$ cat src/rtl/cam_timing_gen.sv
// Synthetic OV7670-style camera source: PCLK at CLK/2, plus VSYNC, HREF and an 8-bit
// test-pattern bus. Everything except PCLK changes only on PCLK falling edges.
module cam_timing_gen #(
  parameter int unsigned ACTIVE_COLS     = 640,
  parameter int unsigned BYTES_PER_PIXEL = 2,
  parameter int unsigned ACTIVE_ROWS     = 480,
  parameter int unsigned H_BLANK         = 144,
  parameter int unsigned VSYNC_LINES     = 3,
  parameter int unsigned V_BACK_LINES    = 17,
  parameter int unsigned V_FRONT_LINES   = 10
) (
  input  logic        CLK,
  input  logic        RST_N,
  input  logic        START,
  input  logic [1:0]  PATTERN,
  output logic        PCLK,
  output logic        VSYNC,
  output logic        HREF,
  output logic [7:0]  D,
  output logic [8:0]  ROW,
  output logic [10:0] COL,
  output logic        FRAME_DONE,
  output logic        BUSY
);

  localparam int unsigned HACT = ACTIVE_COLS * BYTES_PER_PIXEL;
  localparam int unsigned LLEN = HACT + H_BLANK;

  localparam logic [10:0] COL_LAST   = 11'(LLEN - 1);
  localparam logic [10:0] HACT_W     = 11'(HACT);
  localparam logic [8:0]  ROW_LAST   = 9'(ACTIVE_ROWS - 1);
  localparam logic [8:0]  VS_LAST    = 9'(VSYNC_LINES - 1);
  localparam logic [8:0]  BACK_LAST  = 9'(V_BACK_LINES - 1);
  localparam logic [8:0]  FRONT_LAST = 9'(V_FRONT_LINES - 1);

  typedef enum logic [2:0] {
    ST_IDLE,
    ST_VSYNC,
    ST_BACK,
    ST_ACTIVE,
    ST_FRONT
  } state_t;

  state_t      state;
  logic        ph;
  logic [1:0]  pat;
  logic [8:0]  line_cnt;

  logic        col_wrap;
  logic [10:0] col_nx;
  logic [8:0]  row_nx;
  logic        href_nx;

  function automatic logic [7:0] pix(input logic [1:0] p, input logic [10:0] b,
                                     input logic [8:0] r);
    logic [7:0] v;
    case (p)
      2'd0:    v = b[7:0];
      2'd1:    v = r[7:0];
      2'd2:    v = b[0] ? 8'h5A : 8'hA5;
      default: v = (r[3] ^ b[4]) ? 8'hFF : 8'h00;
    endcase
    return v;
  endfunction

  assign PCLK = ph;

  always_comb begin
    col_wrap = (COL == COL_LAST);
    col_nx   = col_wrap ? '0 : COL + 11'd1;
    row_nx   = col_wrap ? ROW + 9'd1 : ROW;
    href_nx  = (col_nx < HACT_W);
  end

  // HREF and D are computed from the next COL/ROW so they land on the same tick as COL.
  always_ff @(posedge CLK or negedge RST_N) begin
    if (!RST_N) begin
      ph         <= 1'b0;
      state      <= ST_IDLE;
      pat        <= '0;
      line_cnt   <= '0;
      VSYNC      <= 1'b0;
      HREF       <= 1'b0;
      D          <= '0;
      ROW        <= '0;
      COL        <= '0;
      FRAME_DONE <= 1'b0;
      BUSY       <= 1'b0;
    end else begin
      ph         <= ~ph;
      FRAME_DONE <= 1'b0;
      if (ph) begin
        if (state != ST_IDLE) begin
          COL <= col_nx;
          if (col_wrap) line_cnt <= line_cnt + 9'd1;
        end
        case (state)
          ST_IDLE: begin
            if (START) begin
              state    <= ST_VSYNC;
              VSYNC    <= 1'b1;
              BUSY     <= 1'b1;
              COL      <= '0;
              ROW      <= '0;
              line_cnt <= '0;
              pat      <= PATTERN;
            end
          end
          ST_VSYNC: begin
            if (col_wrap && line_cnt == VS_LAST) begin
              state    <= ST_BACK;
              VSYNC    <= 1'b0;
              line_cnt <= '0;
            end
          end
          ST_BACK: begin
            if (col_wrap && line_cnt == BACK_LAST) begin
              state    <= ST_ACTIVE;
              line_cnt <= '0;
              ROW      <= '0;
              HREF     <= 1'b1;
              D        <= pix(pat, '0, '0);
            end
          end
          ST_ACTIVE: begin
            if (col_wrap && ROW == ROW_LAST) begin
              state    <= ST_FRONT;
              line_cnt <= '0;
              HREF     <= 1'b0;
              D        <= '0;
            end else begin
              ROW  <= row_nx;
              HREF <= href_nx;
              D    <= href_nx ? pix(pat, col_nx, row_nx) : '0;
            end
          end
          ST_FRONT: begin
            if (col_wrap && line_cnt == FRONT_LAST) begin
              FRAME_DONE <= 1'b1;
              line_cnt   <= '0;
              if (START) begin
                state <= ST_VSYNC;
                VSYNC <= 1'b1;
                ROW   <= '0;
                pat   <= PATTERN;
              end else begin
                state <= ST_IDLE;
                BUSY  <= 1'b0;
              end
            end
          end
          default: state <= ST_IDLE;
        endcase
      end
    end
  end

endmodule
$ cat config.mk
export PLATFORM = sky130hd
export DESIGN_NAME = cam_timing_gen
export DESIGN_NICKNAME = d
export VERILOG_FILES = /design/src/rtl/cam_timing_gen.sv
export SDC_FILE = /design/constraint.sdc
export NUM_CORES = 1
export LEC_CHECK = 0
export CAP_MARGIN = 20
export CORE_MARGIN = 1
export CORE_UTILIZATION = 50
export DETAILED_ROUTE_END_ITERATION = 10
export GPL_TIMING_DRIVEN = 0
export PLACE_DENSITY = 0.76
export REMOVE_ABC_BUFFERS = 1
export SYNTH_ARGS = -nofsm -noshare
export SYNTH_HDL_FRONTEND = slang
export SYNTH_SLANG_ARGS = --single-unit
$ cat constraint.sdc
create_clock -name CLK -period 2.5 [get_ports CLK]
set_clock_uncertainty 0.1 [all_clocks]
set_input_delay 0.75 -clock CLK [delete_from_list [all_inputs] [get_ports CLK]]
set_output_delay 0.75 -clock CLK [all_outputs]
set_load 0.03 [all_outputs]
Yosys cells after proc, flatten, opt, wreduce, memory -nomap -nowiden
Index checks and enable logic that the tools add are counted.
{"block": "op_classes", "magnitude_cmp": 1, "mux": 50, "reduce_logical": 18, "n_eq_ne": 19, "addsub": 3, "n_bitwise": 2}
{"operator": "$mux 9", "n": 12}
{"operator": "$mux 8", "n": 6}
{"operator": "$pmux 9 s5", "n": 1}
{"operator": "$mux 11", "n": 4}
{"operator": "$pmux 9 s4", "n": 1}
{"operator": "$pmux 8 s3", "n": 1}
{"operator": "$add 9x1->9 const B", "n": 2}
{"operator": "$ne 2x2->1 const B", "n": 8}
{"operator": "$pmux 8 s2", "n": 1}
{"operator": "$mux 3", "n": 5}
{"operator": "$pmux 3 s5", "n": 1}
{"operator": "$mux 1", "n": 12}
{"operator": "$reduce_and 6->1", "n": 2}
{"operator": "$add 11x1->11 const B", "n": 1}
{"operator": "$eq 11x11->1 const B", "n": 1}
{"operator": "$lt 11x11->1 const B", "n": 1}
{"operator": "$reduce_and 5->1", "n": 2}
{"operator": "$eq 9x2->1 const B", "n": 1}
{"operator": "$eq 9x4->1 const B", "n": 1}
{"operator": "$eq 9x5->1 const B", "n": 1}
{"operator": "$eq 9x9->1 const B", "n": 1}
{"operator": "$eq 3x2->1 const B", "n": 2}
{"operator": "$reduce_and 3->1", "n": 2}
{"operator": "$reduce_bool 3->1", "n": 2}
{"operator": "16 further kinds", "n": 22}
{"block": "totals", "reg_bits": 47, "output_inout_bits": 33, "inputBits": 5, "elab_cells": 105}

Depth between registers and ports, before layout
Gate-level depths: netlist (run 1).
{"block": "logic_depth", "word_depth": 8, "ltp_mapped": 10, "mapped_depth_nobuf": 8}

Worst setup path before layout (run 1)
OpenSTA, ideal clock, no wires.
{"block": "synth_timing", "path_kind": "register to register", "startpoint": "register COL[4]", "endpoint": "register ROW[0]", "setup_ps": 125, "arrival_time_ps": 2511, "n_path_buf": 3, "required_time_ps": 2275, "setup_slack_ps": -236, "stages_incl_launch_ff": 10, "synth_period_minus_slack_ps": 2736, "path_cell_list": "dfrtp_1 > buf_6 > or3_1 > buf_6 > nor4_4 > buf_6 > nand3_4 > a31o_2 > a211o_1 > mux2_2"}
{"block": "synth_between", "elab_chain_len": 4, "word_cells_on_any_way": 11, "classes_between": "4 x eq/ne; 3 x mux; 4 x reduce/logical"}
{"item": "from (decl)", "line": "21", "text": "output logic [10:0] COL,"}
{"item": "from (signal assigned)", "line": "94", "text": "COL <= col_nx;"}
{"item": "$eq 11x11->1 (*)", "line": "69", "text": "col_wrap = (COL == COL_LAST);"}
{"item": "$mux 9, or another cell as far along", "line": "71", "text": "row_nx = col_wrap ? ROW + 9'd1 : ROW;"}
{"item": "$mux 9 / $ne 2x2->1 (equally long branches)"}
{"item": "$pmux 9 s4 / $reduce_and 5->1 (equally long branches)"}
{"item": "to (signal assigned)", "line": "132", "text": "ROW <= row_nx;"}
{"item": "to (decl)", "line": "20", "text": "output logic [8:0] ROW,"}
Every way passes the cells marked *; elsewhere a longest branch is shown, timed or not. The select of a mux whose other input is x is not followed.
A chain may end at the register's enable or synchronous reset.

Worst setup path after layout (run 1)
{"block": "layout_timing", "startpoint": "register line_cnt[5]", "endpoint": "register ROW[0]"}
{"block": "layout_between", "elab_chain_len": 4, "word_cells_on_any_way": 7, "classes_between": "4 x eq/ne; 3 x reduce/logical"}
{"item": "from (decl)", "line": "47", "text": "logic [8:0] line_cnt;"}
{"item": "from (signal assigned)", "line": "95", "text": "if (col_wrap) line_cnt <= line_cnt + 9'd1;"}
{"item": "$eq 9x5->1 / $eq 9x4->1 (equally long branches)", "line": "117, 138"}
{"item": "$logic_and 1x1->1 (on tied branches)", "line": "117, 138"}
{"item": "$ne 2x2->1 (no source line)"}
{"item": "$reduce_and 5->1 (no source line) (*)"}
Every way passes the cells marked *; elsewhere a longest branch is shown, timed or not.

==> results of run 1 <==
[worst max-delay path by stage]
stage / from / slack (ps) / to / cells after the start
after floorplan: COL[4]$_DFFE_PN0P_ / -670 / state[0]$_DFFE_PN0P_ / 6
after global placement: COL[0]$_DFFE_PN0P_ / -1170 / line_cnt[4]$_DFFE_PN0P_ / 7
after detailed placement: COL[0]$_DFFE_PN0P_ / -680 / line_cnt[5]$_DFFE_PN0P_ / 8
after CTS: line_cnt[5]$_DFFE_PN0P_ / -4 / COL[1]$_DFFE_PN0P_ / 7
after global routing: line_cnt[2]$_DFFE_PN0P_ / -50 / ROW[0]$_DFFE_PN0P_ / 6
final: line_cnt[5]$_DFFE_PN0P_ / -20 / ROW[0]$_DFFE_PN0P_ / 6
[registers in the layout, summed over array words and instances (netlist names)]
signal and flops:
D 8, ROW 9, state 3, line_cnt 9
pat 2, BUSY 1, COL 11, VSYNC 1
FRAME_DONE 1, HREF 1, PCLK 1
[layout by cell type, fill, tap and decap left out, drive strengths merged, types with 7 or more instances in the layout]
master / netlist / layout
nand2: 34 / 34
clkbuf: 14 / 7
nand3: 19 / 19
a21o: 7 / 7
nand4: 11 / 11
o21ai: 31 / 31
inv: 8 / 8
or3: 12 / 12
nor2: 34 / 34
nor3: 15 / 15
dfrtp: 47 / 47
xor2: 10 / 10
buf: 6 / 35
clkdlybuf4s50: 0 / 35
a21oi: 24 / 24
o31ai: 7 / 7
[routing by layer]
layer	wire length (um)	global-route usage, %	part of all wire (%)	vias up
met4	296	11.1	3.3	0
met1	3860	38.8	43	1536
li1	-	-	-	1438
met3	606	4.55	6.7	31
met2	4320	45.1	48	150
met5	0	0	0	-
[stage by stage]
step                setup TNS (ps)  cells
global route                  -227    492
finish                       -19.5    492
global placement            -73040    450
CTS                          -4.26    480
detailed placement          -15820    453
floorplan                   -16160    338
[power groups by stage]
stage | sequential (W) | clock [W] | combinational (W)
2_1_floorplan | 0.00143 | 0 | 0.00102
3_3_place_gp | 0.00127 | 0 | 0.00179
3_5_place_dp | 0.00127 | 0 | 0.00182
4_1_cts | 0.00126 | 0.000474 | 0.00205
5_1_grt | 0.00131 | 0.000508 | 0.00245
6_report | 0.00128 | 0.000467 | 0.00228
[kinds of logic (layout without fill, tap and decap cells)]
kind of cell / Yosys count / in the layout
buffers and inverters: 28 / 87
XOR/XNOR: 14 / 14
AND/OR/NAND/NOR: 159 / 159
adder cells (fa/ha/maj): 6 / 6
AO/OA/AOI/OAI: 99 / 99
flip-flops: 47 / 47
multiplexers: 5 / 5
[final cells by class]
class | instances | area [um2]
Sequential cell | 47 | 1190
Clock inverter | 1 | 5.00
Inverter | 8 | 30.0
Multi-Input combinational cell | 283 | 1990
Tap cell | 75 | 93.8
Timing Repair Buffer | 71 | 641
Fill cell | 485 | 1930
Clock buffer | 7 | 76.3
[timing repair]
item	in CTS	in global routing
setup endpoints to repair	38	35
gates resized for setup	25	31
buffers inserted	19	12
hold buffers	0	0
pin swaps	9	11
gates cloned	0	0
hold endpoints to repair	0	0
==> flow_metrics.env, run 1 <==
export IMPL_synth_simple_area_share_pct=28.0
export IMPL_finalCriticalPeriod_ps=2520
export IMPL_syn_avg_cell_area_um2=8.64
export IMPL_synth_common_cells="dfrtp_1 (47), nand2_1 (34), nor2_1 (34)"
export IMPL_cts_buffer_depth=2
export IMPL_final_net_count=427
export IMPL_fmax_ghz=0.397
export IMPL_fin_ws_ps=-19.5
export IMPL_seq_power_share_pct=31.8
export IMPL_rsz0062_at_grt="true"
export IMPL_outcome="finished with violations"
export IMPL_antenna_found_initial=0
export IMPL_synth_distinct_cells=63
export IMPL_drc=0
export IMPL_power_density_mw_per_mm2=1000
export IMPL_hold_viol=0
export IMPL_syn_inst=358
export IMPL_hpwlAfterDp_um=5650
export IMPL_synth_area_leader_cell="dfrtp_1"
export IMPL_p_comb_share_pct=56.6
export IMPL_crit_path_end_kind="flip-flop"
export IMPL_finalCritPeriodShare_pct=101
export IMPL_die_h_um=80.7
export IMPL_cts_tree="yes"
export IMPL_crit_slowest_cell="or4_4"
export IMPL_placed_area_mm2=0.00349
export IMPL_critPathMaxStageDelay_ps=570
export IMPL_worst_r2r_setup_slack_ps=-20
export IMPL_yosysWarnings=0
export IMPL_firstDrtPassIters=5
export IMPL_io_buffer_count=37
export IMPL_dr_first_iter_drc_count=361
export IMPL_crit_chain="or4_4 -> nor4_4 -> a21o_1 -> a32oi_4 -> a211o_1 -> mux2_4"
export IMPL_worst_hold_slack_ps=317
export IMPL_swShare_pct=47.0
export IMPL_synthMostInstantiatedCell="dfrtp_1"
export IMPL_p_int_w=0.00213
export IMPL_r2r_end="ROW[0]$_DFFE_PN0P_"
export IMPL_grt_pass1_wl_um=14200
export IMPL_synth_top_cell_area_share_pct=38.0
export IMPL_routed_via_count=3155
export IMPL_place_ws_ps=-680
export IMPL_h_tree_depth=2
export IMPL_ys_flop_type="dfrtp_1"
export IMPL_ant_nets=0
export IMPL_synth_compound_area_share_pct=21.6
export IMPL_num_rows=28
export IMPL_vdd_drop_max_mv=0.744
export IMPL_drive_gt1_share_pct=23.3
export IMPL_rr_worst_depth=6
export IMPL_maxSlewViolCount=0
export IMPL_drv_cap=0
export IMPL_violations="setup timing"
export IMPL_cpLargestDelayFamily="simple AND/OR/NAND/NOR gates"
export IMPL_power_w=0.00403
export IMPL_slew_headroom_pct=58.4
export IMPL_design_area_mm2=0.00403
export IMPL_critical_path_required_ps=2590
export IMPL_wl_per_cell_um=18.5
export IMPL_syn_area_mm2=0.00309
export IMPL_yosysSeqAreaShare_pct=38.0
export IMPL_numCtsBuffers=5
export IMPL_die_w_um=80.7
export IMPL_synth_edf_count=0
export IMPL_synth_top_family_by_area="simple AND/OR/NAND/NOR gates"
export IMPL_p_clk_share_pct=11.6
export IMPL_diodes=0
export IMPL_total_leakage_power_nw=1.65
export IMPL_startpoint_type="flip-flop"
export IMPL_async_reset_ff_share_pct=100
export IMPL_path_clk_slew_ps=90
export IMPL_hold_class="input port to asynchronous set/reset pin"
export IMPL_initial_core_util_pct=51.9
export IMPL_yosys_area_share_xor_xnor_pct=3.96
export IMPL_cp_num_buf_inv=0
export IMPL_worstPathArrival_ps=2610
export IMPL_synth_area_top_cells="dfrtp_1 (38%), o21ai_0 (4.5%), nand2_1 (4.1%)"
export IMPL_switching_power_w=0.00189
export IMPL_tightest_slew_ps=625
export IMPL_syn2layout_area_growth_pct=30.1
export IMPL_cp_max_fo=3
export IMPL_clock_root_buffer="clkbuf_8"
export IMPL_wirelength_um=9080
export IMPL_grt_usage_pct=28.5
export IMPL_ys_seq_elements=47
export IMPL_core_area_mm2=0.00596
export IMPL_die_area_mm2=0.00650
export IMPL_reg2reg_from="line_cnt[5]$_DFFE_PN0P_"
export IMPL_first_global_vias=2833
export IMPL_vias_per_cell=6.41
export IMPL_grt_overflow=0
export IMPL_synth_mux_area_share_pct=1.74
export IMPL_worstSkewPairLatency_ps=310
export IMPL_final_util_pct=67.6
export IMPL_io_pins=38
export IMPL_crit_type="flip-flop to flip-flop"
export IMPL_numClockSinks=47
export IMPL_place_congestion=0.879
export IMPL_grt_max_degree=26
export IMPL_yosys_area_share_adder_pct=2.43
export IMPL_setup_viol=1
(Power assumes the default switching activity.)
==> run 2, diff against run 1 <==
--- a/config.mk
+++ b/config.mk
@@ -10,7 +10,7 @@
 export CORE_UTILIZATION = 50
 export DETAILED_ROUTE_END_ITERATION = 10
 export GPL_TIMING_DRIVEN = 0
-export PLACE_DENSITY = 0.76
+export PLACE_DENSITY = 0.73
 export REMOVE_ABC_BUFFERS = 1
 export SYNTH_ARGS = -nofsm -noshare
 export SYNTH_HDL_FRONTEND = slang
==> constraint.sdc (replaced) <==
create_clock -name CLK -period 2.4 [get_ports CLK]
set_clock_uncertainty 0.1 [all_clocks]
set_input_delay 0.72 -clock CLK [delete_from_list [all_inputs] [get_ports CLK]]
set_output_delay 0.72 -clock CLK [all_outputs]
set_load 0.03 [all_outputs]
==> run 2 against run 1 <==
Against the previous run: the run still ends with setup timing left; global-route usage is 0.45 points higher; die area unchanged; worst hold slack got worse by 0.92 ps; combinational power up 11%; final cell count is 1.0% higher; critical path depth up 1; flip-flop and latch count did not move; wire length rose by 2.4%; largest cell class unchanged.
==> flow_metrics.env, run 2 (synthesis gave the netlist of run 1 again) <==
export IMPL_rsz0062_at_grt="true"
export IMPL_total_leakage_power_nw=1.83
export IMPL_numClockSinks=47
export IMPL_setup_viol=28
export IMPL_io_buffer_count=37
export IMPL_p_clk_share_pct=10.9
export IMPL_die_area_mm2=0.00650
export IMPL_vdd_drop_max_mv=0.848
export IMPL_maxSlewViolCount=0
export IMPL_crit_chain="or3_4 -> nor4_4 -> buf_8 -> a21o_1 -> a32oi_4 -> a211o_1 -> mux2_2"
export IMPL_hpwlAfterDp_um=5740
export IMPL_firstDrtPassIters=5
export IMPL_numCtsBuffers=5
export IMPL_place_congestion=0.882
export IMPL_p_int_w=0.00230
export IMPL_violations="setup timing"
export IMPL_ant_nets=0
export IMPL_startpoint_type="flip-flop"
export IMPL_die_h_um=80.7
export IMPL_dp_cells=453
export IMPL_grt_usage_pct=29.0
export IMPL_largestRegisters="COL (11), ROW (9), line_cnt (9)"
export IMPL_hold_class="input port to asynchronous set/reset pin"
export IMPL_worstSkewPairLatency_ps=300
export IMPL_top_layer_used="met4"
export IMPL_io_pins=38
export IMPL_outcome="finished with violations"
export IMPL_power_density_mw_per_mm2=1020
export IMPL_setup_tns_final_ps=-1510
export IMPL_cts_buffer_depth=2
export IMPL_crit_start="COL[6]$_DFFE_PN0P_"
export IMPL_grt_pass1_wl_um=14400
export IMPL_slew_headroom_pct=53.1
export IMPL_finalCriticalPeriod_ps=2530
export IMPL_wl_met3_um=611
export IMPL_core_area_mm2=0.00596
export IMPL_postCtsHoldBufs=0
export IMPL_tightest_slew_ps=699
export IMPL_routed_via_count=3162
export IMPL_final_net_count=432
export IMPL_final_cell_count_no_fill=497
export IMPL_syn2layout_area_growth_pct=36.9
export IMPL_critical_path_required_ps=2490
export IMPL_crit_slowest_cell="or3_4"
export IMPL_hold_viol=0
export IMPL_seq_power_share_pct=30.7
export IMPL_antenna_found_initial=0
export IMPL_layout_common_cells="dfrtp_1 (40), nand2_1 (32), buf_4 (31)"
export IMPL_reg2reg_from="COL[6]$_DFFE_PN0P_"
export IMPL_wirelength_um=9300
export IMPL_largest_reg_flops=11
export IMPL_cts_tree="yes"
export IMPL_layout_commonest_cell="dfrtp_1"
export IMPL_power_w=0.00434
export IMPL_grt_overflow=0
export IMPL_drive_gt1_share_pct=26.8
export IMPL_h_tree_depth=2
export IMPL_swShare_pct=47.1
export IMPL_dr_first_iter_drc_count=334
export IMPL_p_comb_share_pct=58.3
export IMPL_switching_power_w=0.00205
export IMPL_initial_core_util_pct=51.9
export IMPL_critPathMaxStageDelay_ps=440
export IMPL_placed_area_mm2=0.00350
export IMPL_die_w_um=80.7
export IMPL_largest_register="COL"
export IMPL_crit_path_end_kind="flip-flop"
export IMPL_drc=0
export IMPL_finalCritPeriodShare_pct=105
export IMPL_cp_max_fo=5
export IMPL_path_clk_slew_ps=90
export IMPL_fin_ws_ps=-128
export IMPL_place_ws_ps=-803
export IMPL_vias_per_cell=6.36
export IMPL_design_area_mm2=0.00424
export IMPL_drv_cap=0
export IMPL_num_rows=28
export IMPL_fmax_ghz=0.396
export IMPL_crit_type="flip-flop to flip-flop"
export IMPL_wl_per_cell_um=18.7
export IMPL_wl_met1_um=4070
export IMPL_clock_root_buffer="clkbuf_8"
export IMPL_wl_met2_um=4490
export IMPL_diodes=0
export IMPL_first_global_vias=2865
export IMPL_grt_max_degree=25
export IMPL_worstPathArrival_ps=2620
==> run 2: cell types whose count changed in the layout (fill, tap and decap cells not counted), sizes merged <==
cell / delta
clkdlybuf4s50: -9
dlymetal6s2s: +8
buf: +5
dlygate4sd2: +1
==> run 2: worst paths after layout <==
| path | endpoint | slack, ps | depth (start not counted) |
|---|---|---|---|
| max in group asynchronous | state[0]$_DFFE_PN0P_ | 1330 | 2 |
| max | ROW[0]$_DFFE_PN0P_ | -130 | 7 |
| min in group CLK | D[1]$_DFFE_PN0P_ | 400 | 2 |
| max reg2reg | ROW[0]$_DFFE_PN0P_ | -130 | 7 |
| min reg2reg | D[1]$_DFFE_PN0P_ | 400 | 2 |
| min | COL[10]$_DFFE_PN0P_ | 320 | 1 |
==> run 2: metal layers <==
layer | vias up | GRT usage (%)
met5 | - | 0
met1 | 1565 | 40.2
met3 | 14 | 5.11
met2 | 134 | 45.7
li1 | 1449 | -
met4 | 0 | 9.11
==> run 2: timing repair <==
action | CTS | global route
pin swaps | 19 | 20
buffers inserted | 22 | 14
resized for setup | 47 | 47
setup endpoints to repair | 41 | 42
gates cloned | 1 | 0
==> run 2: power groups by stage <==
| stage | clock, W | sequential, W | combinational (W) |
|---|---|---|---|
| global placement | 0 | 0.00132 | 0.00186 |
| detailed placement | 0 | 0.00133 | 0.00190 |
| CTS | 0.000488 | 0.00130 | 0.00226 |
| global route | 0.000508 | 0.00137 | 0.00272 |
| finish | 0.000475 | 0.00133 | 0.00253 |
| floorplan | 0 | 0.00149 | 0.00107 |
==> run 2: metrics by stage <==
| stage | hold WS [ps] | utilization (%) |
|---|---|---|
| final | 316 | 71.1 |
| after global routing | 364 | 71.1 |
| after CTS | 339 | 66.7 |
| after detailed placement | 380 | 58.7 |
| after global placement | 363 | 58.0 |
| after floorplan | 324 | - |
==> run 2: worst max-delay path: cells and delay by family (launching register included) <==
family	cells	cell delay (ps)
buffers and inverters	1	180
muxes	1	270
and+or+nand+nor	2	780
AOI/OAI and AO/OA	3	660
DFF	1	420
==> run 2: area by class of cell <==
type,count,area (um2)
timing repair buffer,76,738
clock buffer,7,76.3
clock inverter,1,5.00
fill,443,1720
multi-input combinational,283,2100
tap,75,93.8
inverter,8,30.0
sequential,47,1190
==> run 3, diff against run 2 <==
==> constraint.sdc (replaced) <==
create_clock -name CLK -period 3.1 [get_ports CLK]
set_clock_uncertainty 0.1 [all_clocks]
set_input_delay 0.93 -clock CLK [delete_from_list [all_inputs] [get_ports CLK]]
set_output_delay 0.93 -clock CLK [all_outputs]
set_load 0.03 [all_outputs]
==> run 3 against run 2 <==
Against the previous run: the run now ends clean; critical path depth grew 1; die area is the same; design area shrank 15%; wire length shrank 15%; non-clock buffer count shrank 33; via count shrank 7.8%; fmax shrank 13%; combinational power shrank 40%; largest cell class unchanged; highest routed layer unchanged.
==> flow_metrics.env, run 3 (synthesis gave the netlist of run 1 again) <==
export IMPL_top_layer_used="met4"
export IMPL_cp_max_fo=18
export IMPL_total_leakage_power_nw=1.49
export IMPL_antenna_found_initial=0
export IMPL_largestRegisters="COL (11), ROW (9), line_cnt (9)"
export IMPL_syn2layout_area_growth_pct=16.9
export IMPL_core_area_mm2=0.00596
export IMPL_maxSlewViolCount=0
export IMPL_cp_num_buf_inv=1
export IMPL_worstPathArrival_ps=3010
export IMPL_cpLargestDelayFamily="compound AO/OA/AOI/OAI gates"
export IMPL_worst_r2r_setup_slack_ps=190
export IMPL_tightest_slew_ps=989
export IMPL_wl_met3_um=523
export IMPL_wl_met2_um=3690
export IMPL_dp_cells=453
export IMPL_ant_nets=0
export IMPL_layout_common_cells="dfrtp_1 (47), clkdlybuf4s50_1 (36), nand2_1 (34), nor2_1 (34), o21ai_0 (28)"
export IMPL_vias_per_cell=6.28
export IMPL_vdd_drop_max_mv=0.607
export IMPL_die_w_um=80.7
export IMPL_routed_via_count=2916
export IMPL_layout_commonest_cell="dfrtp_1"
export IMPL_largest_reg_flops=11
export IMPL_crit_slowest_cell="dfrtp_1"
export IMPL_finalCriticalPeriod_ps=2910
export IMPL_crit_chain="ha_1 -> nand3_2 -> nor4_4 -> buf_8 -> a21o_1 -> a32oi_2 -> a211o_1 -> mux2_2"
export IMPL_critPathMaxStageDelay_ps=530
export IMPL_p_int_w=0.00155
export IMPL_clock_root_buffer="clkbuf_8"
export IMPL_crit_path_end_kind="flip-flop"
export IMPL_startpoint_type="flip-flop"
export IMPL_path_clk_slew_ps=90
export IMPL_fmax_ghz=0.343
export IMPL_rsz0062_at_grt="false"
export IMPL_final_cell_count_no_fill=464
export IMPL_critical_path_required_ps=3200
export IMPL_firstDrtPassIters=5
export IMPL_setup_viol=0
export IMPL_grt_max_degree=25
export IMPL_final_util_pct=60.7
export IMPL_largest_register="COL"
export IMPL_die_area_mm2=0.00650
export IMPL_place_congestion=0.882
export IMPL_wl_met1_um=3640
export IMPL_grt_pass1_wl_um=13400
export IMPL_dr_first_iter_drc_count=255
export IMPL_io_buffer_count=37
export IMPL_p_comb_share_pct=52.3
export IMPL_num_rows=28
export IMPL_drv_cap=0
export IMPL_hold_viol=0
export IMPL_initial_core_util_pct=51.9
export IMPL_die_h_um=80.7
export IMPL_h_tree_depth=2
export IMPL_crit_type="flip-flop to flip-flop"
export IMPL_numClockSinks=47
export IMPL_numCtsBuffers=5
export IMPL_drc=0
export IMPL_cts_buffer_depth=2
export IMPL_final_net_count=399
export IMPL_drive_gt1_share_pct=9.00
export IMPL_diodes=0
export IMPL_grt_overflow=0
export IMPL_hold_class="flip-flop to flip-flop"
export IMPL_hpwlAfterDp_um=5740
export IMPL_wl_per_cell_um=17.1
export IMPL_worstSkewPairLatency_ps=300
export IMPL_outcome="completed"
export IMPL_power_density_mw_per_mm2=806
export IMPL_seq_power_share_pct=35.1
export IMPL_cts_tree="yes"
export IMPL_swShare_pct=46.8
export IMPL_switching_power_w=0.00136
export IMPL_wirelength_um=7930
export IMPL_grt_usage_pct=27.1
export IMPL_placed_area_mm2=0.00350
export IMPL_p_clk_share_pct=12.6
export IMPL_io_pins=38
export IMPL_power_w=0.00291
export IMPL_finalCritPeriodShare_pct=93.9
export IMPL_worst_hold_slack_ps=391
export IMPL_first_global_vias=2674
export IMPL_design_area_mm2=0.00361
export IMPL_slew_headroom_pct=33.3
run 3: cell types whose count changed in the layout (fill, tap and decap cells not counted), moves of 6 or more:
cell	before	now
buf_4	31	4
clkdlybuf4s50_1	26	36
o21ai_0	18	28
o21ai_1	12	3
dlymetal6s2s_1	8	0
a21oi_1	17	24
dfrtp_1	40	47
dfrtp_2	6	0
run 3: per-layer routing:
| metal | vias to the layer above | GRT usage (%) |
|---|---|---|
| li1 | 1384 | - |
| met1 | 1411 | 39.4 |
| met2 | 110 | 41.7 |
| met3 | 11 | 4.09 |
| met4 | 0 | 6.79 |
| met5 | - | 0 |
run 3: repair_timing:
item                                   CTS  global route
setup buffers                            1             2
hold buffers                             0             0
gates resized for setup                  2             1
setup endpoints to repair               10            22
pin swaps                                1             1
endpoints found under the hold margin    0             0
run 3: worst paths after layout:
check,cells past startpoint,to,startpoint
min,2,D[1]$_DFFE_PN0P_,D[1]$_DFFE_PN0P_
max,8,ROW[0]$_DFFE_PN0P_,COL[0]$_DFFE_PN0P_
min reg2reg,2,D[1]$_DFFE_PN0P_,D[1]$_DFFE_PN0P_
max in group asynchronous,2,HREF$_DFFE_PN0P_,RST_N
min in group asynchronous,1,COL[10]$_DFFE_PN0P_,RST_N
max reg2reg,8,ROW[0]$_DFFE_PN0P_,COL[0]$_DFFE_PN0P_
run 3: layout make-up:
class	instances	area, um2
clock inverter	1	5.00
sequential	47	1180
timing repair buffer	43	438
clock buffer	7	76.3
multi-input combinational	283	1800
fill	533	2340
tap	75	93.8
inverter	8	30.0
run 3: power by group through the flow:
stage	sequential (W)	clock [W]	combinational [W]
floorplan	0.00115	0	0.000826
global placement	0.00102	0	0.00144
detailed placement	0.00103	0	0.00147
finish	0.00102	0.000367	0.00152
global route	0.00106	0.000397	0.00168
CTS	0.00101	0.000378	0.00149
run 3: per-stage QoR:
step	worst slack, ps	TNS [ps]
after floorplan	-68.0	-351
after global placement	-599	-28730
after detailed placement	-103	-759
after CTS	22.5	0
after global routing	15.8	0
final	188	0
run 3: worst register-to-register path, cell delays in order (launching register included):
cell and delay [ps]:
dfrtp_1 530, ha_1 350, nand3_2 230, nor4_4 350, buf_8 220, a21o_1 160
a32oi_2 240, a211o_1 370, mux2_2 270
